<file path="src/rtl/muldiv_if.sv">
`default_nettype none
// ============================================================================
// Module  : muldiv_if
// Brief   : Request/writeback bundle between the pipeline and muldiv_unit.
// Revision: 1.0 - initial release
// ============================================================================
interface muldiv_if #(
    parameter int XLEN = 32
);
    logic            start;
    logic [2:0]      funct3;
    logic [XLEN-1:0] rs1_data;
    logic [XLEN-1:0] rs2_data;
    logic [4:0]      rd_i;
    logic            flush;
    logic            busy;
    logic            wb_we;
    logic [4:0]      wb_rd;
    logic [XLEN-1:0] wb_data;

    modport master (
        output start, funct3, rs1_data, rs2_data, rd_i, flush,
        input  busy, wb_we, wb_rd, wb_data
    );

    modport slave (
        input  start, funct3, rs1_data, rs2_data, rd_i, flush,
        output busy, wb_we, wb_rd, wb_data
    );
endinterface
`default_nettype wire

</file>
<file path="src/rtl/muldiv_unit.sv">
`default_nettype none
// ============================================================================
// Module  : muldiv_unit
// Brief   : Iterative RV32M multiply/divide, one bit per cycle, registered writeback.
// Revision: 1.0 - initial release
// ============================================================================
module muldiv_unit #(
    parameter int XLEN  = 32,
    parameter int CNT_W = 6
) (
    input  wire logic clk,
    input  wire logic reset,
    muldiv_if.slave   bus
);
    typedef enum logic [1:0] {
        S_IDLE = 2'd0,
        S_CALC = 2'd1,
        S_DONE = 2'd2
    } state_t;

    localparam logic [2:0] F_MUL    = 3'b000;
    localparam logic [2:0] F_MULH   = 3'b001;
    localparam logic [2:0] F_MULHSU = 3'b010;
    localparam logic [2:0] F_DIV    = 3'b100;
    localparam logic [2:0] F_REM    = 3'b110;
    localparam logic [CNT_W-1:0] CNT_LAST = CNT_W'(XLEN - 1);
    localparam logic [XLEN-1:0]  INT_MIN  = {1'b1, {(XLEN-1){1'b0}}};

    state_t            state_q, state_d;
    logic [CNT_W-1:0]  cnt_q, cnt_d;
    logic [2:0]        op_q, op_d;
    logic              neg_q, neg_d;
    logic [XLEN-1:0]   opd_q, opd_d;
    logic [2*XLEN-1:0] acc_q, acc_d;
    logic              busy_q, busy_d;
    logic              wb_we_q, wb_we_d;
    logic [4:0]        wb_rd_q, wb_rd_d;
    logic [XLEN-1:0]   wb_data_q, wb_data_d;

    logic              sgn_a, sgn_b, a_neg, b_neg, div_zero, div_ovf;
    logic [XLEN-1:0]   a_mag, b_mag, special_res;

    always_comb begin
        sgn_a    = (bus.funct3 == F_MULH) || (bus.funct3 == F_MULHSU) ||
                   (bus.funct3 == F_DIV)  || (bus.funct3 == F_REM);
        sgn_b    = (bus.funct3 == F_MULH) || (bus.funct3 == F_DIV) || (bus.funct3 == F_REM);
        a_neg    = sgn_a & bus.rs1_data[XLEN-1];
        b_neg    = sgn_b & bus.rs2_data[XLEN-1];
        a_mag    = a_neg ? -bus.rs1_data : bus.rs1_data;
        b_mag    = b_neg ? -bus.rs2_data : bus.rs2_data;
        div_zero = bus.funct3[2] && (bus.rs2_data == '0);
        div_ovf  = bus.funct3[2] && !bus.funct3[0] &&
                   (bus.rs1_data == INT_MIN) && (bus.rs2_data == '1);
        if (div_zero)
            special_res = bus.funct3[1] ? bus.rs1_data : '1;
        else
            special_res = bus.funct3[1] ? '0 : INT_MIN;
    end

    // Accumulator layout: high word = partial product / remainder,
    // low word = remaining multiplier bits / dividend-then-quotient bits.
    logic [XLEN:0]     mul_sum, div_sh, div_diff;
    logic [2*XLEN-1:0] mul_next, div_next, step_next, prod_s;
    logic [XLEN-1:0]   div_raw, div_s, result;

    always_comb begin
        mul_sum   = {1'b0, acc_q[2*XLEN-1:XLEN]} + (acc_q[0] ? {1'b0, opd_q} : '0);
        mul_next  = {mul_sum, acc_q[XLEN-1:1]};
        div_sh    = {acc_q[2*XLEN-1:XLEN], acc_q[XLEN-1]};
        div_diff  = div_sh - {1'b0, opd_q};
        if (div_diff[XLEN])
            div_next = {div_sh[XLEN-1:0], acc_q[XLEN-2:0], 1'b0};
        else
            div_next = {div_diff[XLEN-1:0], acc_q[XLEN-2:0], 1'b1};
        step_next = op_q[2] ? div_next : mul_next;
        prod_s    = neg_q ? -mul_next : mul_next;
        div_raw   = op_q[1] ? div_next[2*XLEN-1:XLEN] : div_next[XLEN-1:0];
        div_s     = neg_q ? -div_raw : div_raw;
        if (op_q[2])
            result = div_s;
        else if (op_q[1:0] == 2'b00)
            result = prod_s[XLEN-1:0];
        else
            result = prod_s[2*XLEN-1:XLEN];
    end

    always_comb begin
        state_d   = state_q;
        cnt_d     = cnt_q;
        op_d      = op_q;
        neg_d     = neg_q;
        opd_d     = opd_q;
        acc_d     = acc_q;
        wb_we_d   = 1'b0;
        wb_rd_d   = wb_rd_q;
        wb_data_d = wb_data_q;
        case (state_q)
            S_IDLE: begin
                if (bus.start && !bus.flush) begin
                    op_d    = bus.funct3;
                    neg_d   = (bus.funct3 == F_REM) ? a_neg : (a_neg ^ b_neg);
                    cnt_d   = '0;
                    wb_rd_d = bus.rd_i;
                    if (bus.funct3[2]) begin
                        acc_d = {{XLEN{1'b0}}, a_mag};
                        opd_d = b_mag;
                    end else begin
                        acc_d = {{XLEN{1'b0}}, b_mag};
                        opd_d = a_mag;
                    end
                    if (div_zero || div_ovf) begin
                        state_d   = S_DONE;
                        wb_data_d = special_res;
                        wb_we_d   = 1'b1;
                    end else begin
                        state_d   = S_CALC;
                    end
                end
            end
            S_CALC: begin
                if (bus.flush) begin
                    state_d = S_IDLE;
                end else begin
                    acc_d = step_next;
                    cnt_d = cnt_q + 1'b1;
                    if (cnt_q == CNT_LAST) begin
                        state_d   = S_DONE;
                        wb_data_d = result;
                        wb_we_d   = 1'b1;
                    end
                end
            end
            S_DONE:  state_d = S_IDLE;
            default: state_d = S_IDLE;
        endcase
        busy_d = (state_d != S_IDLE);
    end

    always_ff @(posedge clk) begin
        if (reset) begin
            state_q   <= S_IDLE;
            cnt_q     <= '0;
            op_q      <= '0;
            neg_q     <= 1'b0;
            opd_q     <= '0;
            acc_q     <= '0;
            busy_q    <= 1'b0;
            wb_we_q   <= 1'b0;
            wb_rd_q   <= '0;
            wb_data_q <= '0;
        end else begin
            state_q   <= state_d;
            cnt_q     <= cnt_d;
            op_q      <= op_d;
            neg_q     <= neg_d;
            opd_q     <= opd_d;
            acc_q     <= acc_d;
            busy_q    <= busy_d;
            wb_we_q   <= wb_we_d;
            wb_rd_q   <= wb_rd_d;
            wb_data_q <= wb_data_d;
        end
    end

    assign bus.busy    = busy_q;
    assign bus.wb_we   = wb_we_q;
    assign bus.wb_rd   = wb_rd_q;
    assign bus.wb_data = wb_data_q;
endmodule
`default_nettype wire

</file>
<file path="src/flat_wrapper.sv">
// flat-port wrapper written by rule: the top's interface ports become plain ports
module muldiv_unit_flat 
#(
    parameter int XLEN  = 32,
    parameter int CNT_W = 6
)
  (clk, reset, bus_start, bus_funct3, bus_rs1_data, bus_rs2_data, bus_rd_i, bus_flush, bus_busy, bus_wb_we, bus_wb_rd, bus_wb_data);
  muldiv_if #(.XLEN(XLEN)) bus_i ();
  input  wire logic clk;
  input  wire logic reset;
  input wire logic [$bits(bus_i.start)-1:0] bus_start;
  input wire logic [$bits(bus_i.funct3)-1:0] bus_funct3;
  input wire logic [$bits(bus_i.rs1_data)-1:0] bus_rs1_data;
  input wire logic [$bits(bus_i.rs2_data)-1:0] bus_rs2_data;
  input wire logic [$bits(bus_i.rd_i)-1:0] bus_rd_i;
  input wire logic [$bits(bus_i.flush)-1:0] bus_flush;
  output wire logic [$bits(bus_i.busy)-1:0] bus_busy;
  output wire logic [$bits(bus_i.wb_we)-1:0] bus_wb_we;
  output wire logic [$bits(bus_i.wb_rd)-1:0] bus_wb_rd;
  output wire logic [$bits(bus_i.wb_data)-1:0] bus_wb_data;
  assign bus_i.start = bus_start;
  assign bus_i.funct3 = bus_funct3;
  assign bus_i.rs1_data = bus_rs1_data;
  assign bus_i.rs2_data = bus_rs2_data;
  assign bus_i.rd_i = bus_rd_i;
  assign bus_i.flush = bus_flush;
  assign bus_busy = bus_i.busy;
  assign bus_wb_we = bus_i.wb_we;
  assign bus_wb_rd = bus_i.wb_rd;
  assign bus_wb_data = bus_i.wb_data;
  muldiv_unit #(.XLEN(XLEN), .CNT_W(CNT_W)) u_core (.clk(clk), .reset(reset), .bus(bus_i));
endmodule
</file>
<file path="config.mk">
export PLATFORM = sky130hd
export DESIGN_NAME = muldiv_unit_flat
export DESIGN_NICKNAME = d
export VERILOG_FILES = /design/src/rtl/muldiv_if.sv /design/src/rtl/muldiv_unit.sv /design/src/flat_wrapper.sv
export SDC_FILE = /design/constraint.sdc
export NUM_CORES = 1
export LEC_CHECK = 0
export CAP_MARGIN = 10
export CORE_ASPECT_RATIO = 1.2
export CORE_MARGIN = 2
export CORE_UTILIZATION = 60
export CTS_CLUSTER_DIAMETER = 40
export DETAILED_ROUTE_END_ITERATION = 8
export MAX_ROUTING_LAYER = met4
export PLACE_DENSITY = 0.81
export SLEW_MARGIN = 30
export SYNTH_ARGS = -nofsm -noshare
export SYNTH_HDL_FRONTEND = slang
export SYNTH_SLANG_ARGS = --single-unit
export TNS_END_PERCENT = 5
</file>
<file path="constraint.sdc">
create_clock -name clk -period 7.3 [get_ports clk]
set_clock_uncertainty 0.05 [all_clocks]
set_input_delay 1.46 -clock clk [delete_from_list [all_inputs] [get_ports clk]]
set_output_delay 1.46 -clock clk [all_outputs]
set_load 0.02 [all_outputs]
</file>
==> impl_metrics.py <==
metrics = {
    "power_and_ir_drop": {
        "p_leak_nw": 6.962,
        "power.density_cell_area_nw_per_um2": 155.2,
        "ir_drop_v": 0.0001792,
        "p_total_mw": 2.883,
    },
    "detailed_routing": {
        "firstDrtPassIters": 6,
        "ant_nets": 0,
        "via_count": 19382,
        "viasPerCell": 6.880,
        "first_iter_violations": 2575,
        "drc_errors": 0,
        "wl_um": 66140,
        "wl_per_cell_um": 23.48,
    },
    "critical_path": {
        "crit_arrival_ns": 6.14,
        "end_kind": "flip-flop",
        "worstPathRequired_ns": 7.59,
        "reg2reg_depth": 20,
        "timing.rr.start": "u_core.acc_q[31]$_SDFFE_PP0P_",
        "critPathMaxFanout": 10,
        "start_kind": "flip-flop",
        "r2r_setup_slack_ns": 1.46,
        "critPathKind": "flip-flop to flip-flop",
        "r2r-end": "u_core.bus.wb_data[30]$_SDFFE_PP0P_",
    },
    "min_path": {
        "hold_path_class": "flip-flop to flip-flop",
        "min_from": "u_core.bus.wb_rd[1]$_SDFFE_PP0P_",
        "holdPathStages": 2,
        "hold_path_end": "u_core.bus.wb_rd[1]$_SDFFE_PP0P_",
    },
    "global_routing": {
        "grt_pass1_wl_um": 100100,
        "overflow": 0,
        "grt_pass1_vias": 17578,
        "antenna_found_initial": 0,
        "grt_max_degree": 72,
        "grt_use_total_pct": 45.17,
    },
    "die": {
        "fp.dieH_um": 187.1,
        "dieWidth_um": 156.6,
        "core_um2": 27750,
        "dieArea_um2": 29290,
        "ios": 115,
        "fp-row-count": 67,
        "initial_core_util_pct": 60.39,
    },
    "yosys": {
        "synth_area_um2": 16760,
        "synth_area_leaders": "dfxtp_1, a21oi_1, nand2_1",
        "postSynthCellCount": 2437,
        "synth_edf_count": 0,
        "synth-seq-area-share_pct": 17.56,
        "synth_top_area_share_pct": 17.56,
        "synth.distinct_cells": 93,
        "synth-async-reset-ratio_pct": 0,
        "yosys_warnings": 0,
        "synth_fp_nets": 2585,
        "synth_area_leader_cell": "dfxtp_1",
        "synth_ff_type": "dfxtp_1",
        "synth-seq-cells": 147,
        "avgSynthCellArea_um2": 6.876,
    },
    "sta": {
        "finalCritPeriodShare_pct": 80.05,
        "slew_violations": 0,
        "tns_ns": 0,
        "max_freq_ghz": 0.1711,
        "fin_crit_ns": 5.844,
        "setup-violations-final": 0,
        "rsz0062_at_grt": "false",
        "relSlewSlack_pct": 28.10,
        "hold_violations": 0,
        "worst_pin_slew_ns": 1.069,
    },
    "cells_and_area": {
        "regArea_um2": 2949,
        "final_cell_mix": "nand2_1, nor2_1, a21oi_1",
        "final_common_cell": "nand2_1",
        "n_fill_cell": 2531,
        "final_cell_area_um2": 18580,
        "layout.nets": 2573,
        "syn2layout_area_growth_pct": 10.88,
        "antennaDiodeCount": 0,
        "multi_input_area_um2": 12900,
        "drive_above_1_share_pct": 4.717,
    },
    "place": {
        "port_buffers": 114,
        "placed_area_um2": 17940,
        "gp_congestion": 1.072,
        "hpwl_um": 50790,
    },
    "cts": {
        "cts_resized": 0,
        "hold_buffers": 0,
        "htree_levels": 4,
        "clkLatencyLatePin_ns": 0.44,
        "cts_tree": "yes",
        "cts_sinks": 147,
        "clockBufferDepth": 2,
        "cts_buffers": 17,
        "clockRootBuffer": "clkbuf_16",
        "postCtsSetupBuffers": 0,
        "cts.clk_slew.worst_paths_ns": 0.06,
    },
    "run_status": {
        "status": "finished clean",
    },
    "run": {
        "maxCapViolCount": 0,
    },
}
-- layout make-up --
| type | instances | area share, % |
|---|---|---|
| multi-input combinational | 2040 | 69.43 |
| tap | 379 | 2.552 |
| timing repair buffer | 139 | 7.111 |
| sequential | 147 | 15.87 |
| clock buffer | 21 | 2.478 |
| inverter | 80 | 1.616 |
| clock inverter | 11 | 0.9428 |
-- registers in the layout, indices dropped and copies added (netlist names) --
register,cells
u_core.acc_q,64
u_core.bus.wb_data,32
u_core.opd_q,32
u_core.cnt_q,6
u_core.bus.wb_rd,5
u_core.op_q,3
u_core.state_q,2
u_core.bus.busy,1
u_core.bus.wb_we,1
u_core.neg_q,1
-- per-stage QoR --
stage                     setup slack [ns]  util (%)  hold slack, ns  cells
final                                1.456     66.96          0.4047   2817
after global routing                 1.191     66.96          0.4312   2817
after CTS                            1.614     66.94          0.4072   2817
after detailed placement             1.646     64.65          0.3985   2785
after global placement               1.773     64.63          0.3909   2785
after floorplan                      2.227         -          0.3903   2437
-- logic make-up after synthesis --
logic type	share of synthesized area [%]
multiplexers	5.294
adder cells (fa/ha/maj)	5.466
XOR/XNOR	8.990
AND/OR/NAND/NOR	25.95
buffers and inverters	5.779
flip-flops	17.56
AO/OA/AOI/OAI	30.96
-- report_power, final --
part / leakage, nW / internal (mW) / switching [mW]
combinational: 5.47 / 0.357 / 0.638
sequential: 1.20 / 0.834 / 0.0692
clock: 0.293 / 0.593 / 0.392
-- cell usage after synthesis, types with 7 or more instances --
cell type  number
o21bai_1        7
and3_1         19
a311oi_1       20
nand2_1       299
nand4_1        32
a21o_1         30
nand2b_1       17
a22oi_1        27
dfxtp_1       147
a21oi_1       228
o2111ai_1      13
mux2i_1        74
a211o_1        10
nor4_1         21
xnor2_1       102
and4_1          7
buf_1          14
and2_1         56
a21boi_0        7
o211ai_1       65
o21ai_0       154
or2_2          12
o31ai_1        24
o21a_1         17
nor2_1        251
xor2_1         70
o41ai_1        18
or4_1          14
nor3_1         64
a211oi_1       40
inv_1          79
o311a_1         8
ha_1           70
o21ai_1        23
mux2_2         11
a31oi_1        26
clkbuf_1      142
nand3_1        44
buf_2          10
or3_1          34
-- worst max-delay path by stage --
| stage | from | end | slack, ns | depth (start not counted) |
|---|---|---|---|---|
| global placement | u_core.acc_q[31]$_SDFFE_PP0P_ | u_core.bus.wb_data[30]$_SDFFE_PP0P_ | 1.77 | 20 |
| detailed placement | u_core.acc_q[31]$_SDFFE_PP0P_ | u_core.bus.wb_data[30]$_SDFFE_PP0P_ | 1.65 | 20 |
| global route | u_core.acc_q[31]$_SDFFE_PP0P_ | u_core.bus.wb_data[30]$_SDFFE_PP0P_ | 1.19 | 20 |
| floorplan | u_core.acc_q[31]$_SDFFE_PP0P_ | u_core.bus.wb_data[30]$_SDFFE_PP0P_ | 2.23 | 24 |
| CTS | u_core.acc_q[31]$_SDFFE_PP0P_ | u_core.bus.wb_data[30]$_SDFFE_PP0P_ | 1.61 | 20 |
| finish | u_core.acc_q[31]$_SDFFE_PP0P_ | u_core.bus.wb_data[30]$_SDFFE_PP0P_ | 1.46 | 20 |
-- critical path, cell delays in order (launching register included) --
cell	delay [ns]
dfxtp_1	0.41
inv_1	0.12
ha_1	0.17
inv_1	0.05
fa_1	0.46
a211oi_2	0.30
o211ai_1	0.17
and2_1	0.20
o31ai_1	0.37
a21boi_1	0.11
buf_4	0.20
nor3_2	0.64
a22o_1	0.29
ha_1	0.23
nand4_1	0.11
and3_1	0.24
nand2b_1	0.29
nor3_1	0.58
nand3_1	0.17
mux2_1	0.34
o41ai_1	0.22
-- metal layers --
metal	vias to the layer above	GRT usage (%)	share of wire (%)
met4	0	22.23	5.5
met5	-	-	0
met1	8998	57.23	39
met3	225	10.38	12
li1	8905	-	-
met2	1254	67.40	43
No activity file was read; power rests on OpenSTA's default activity.
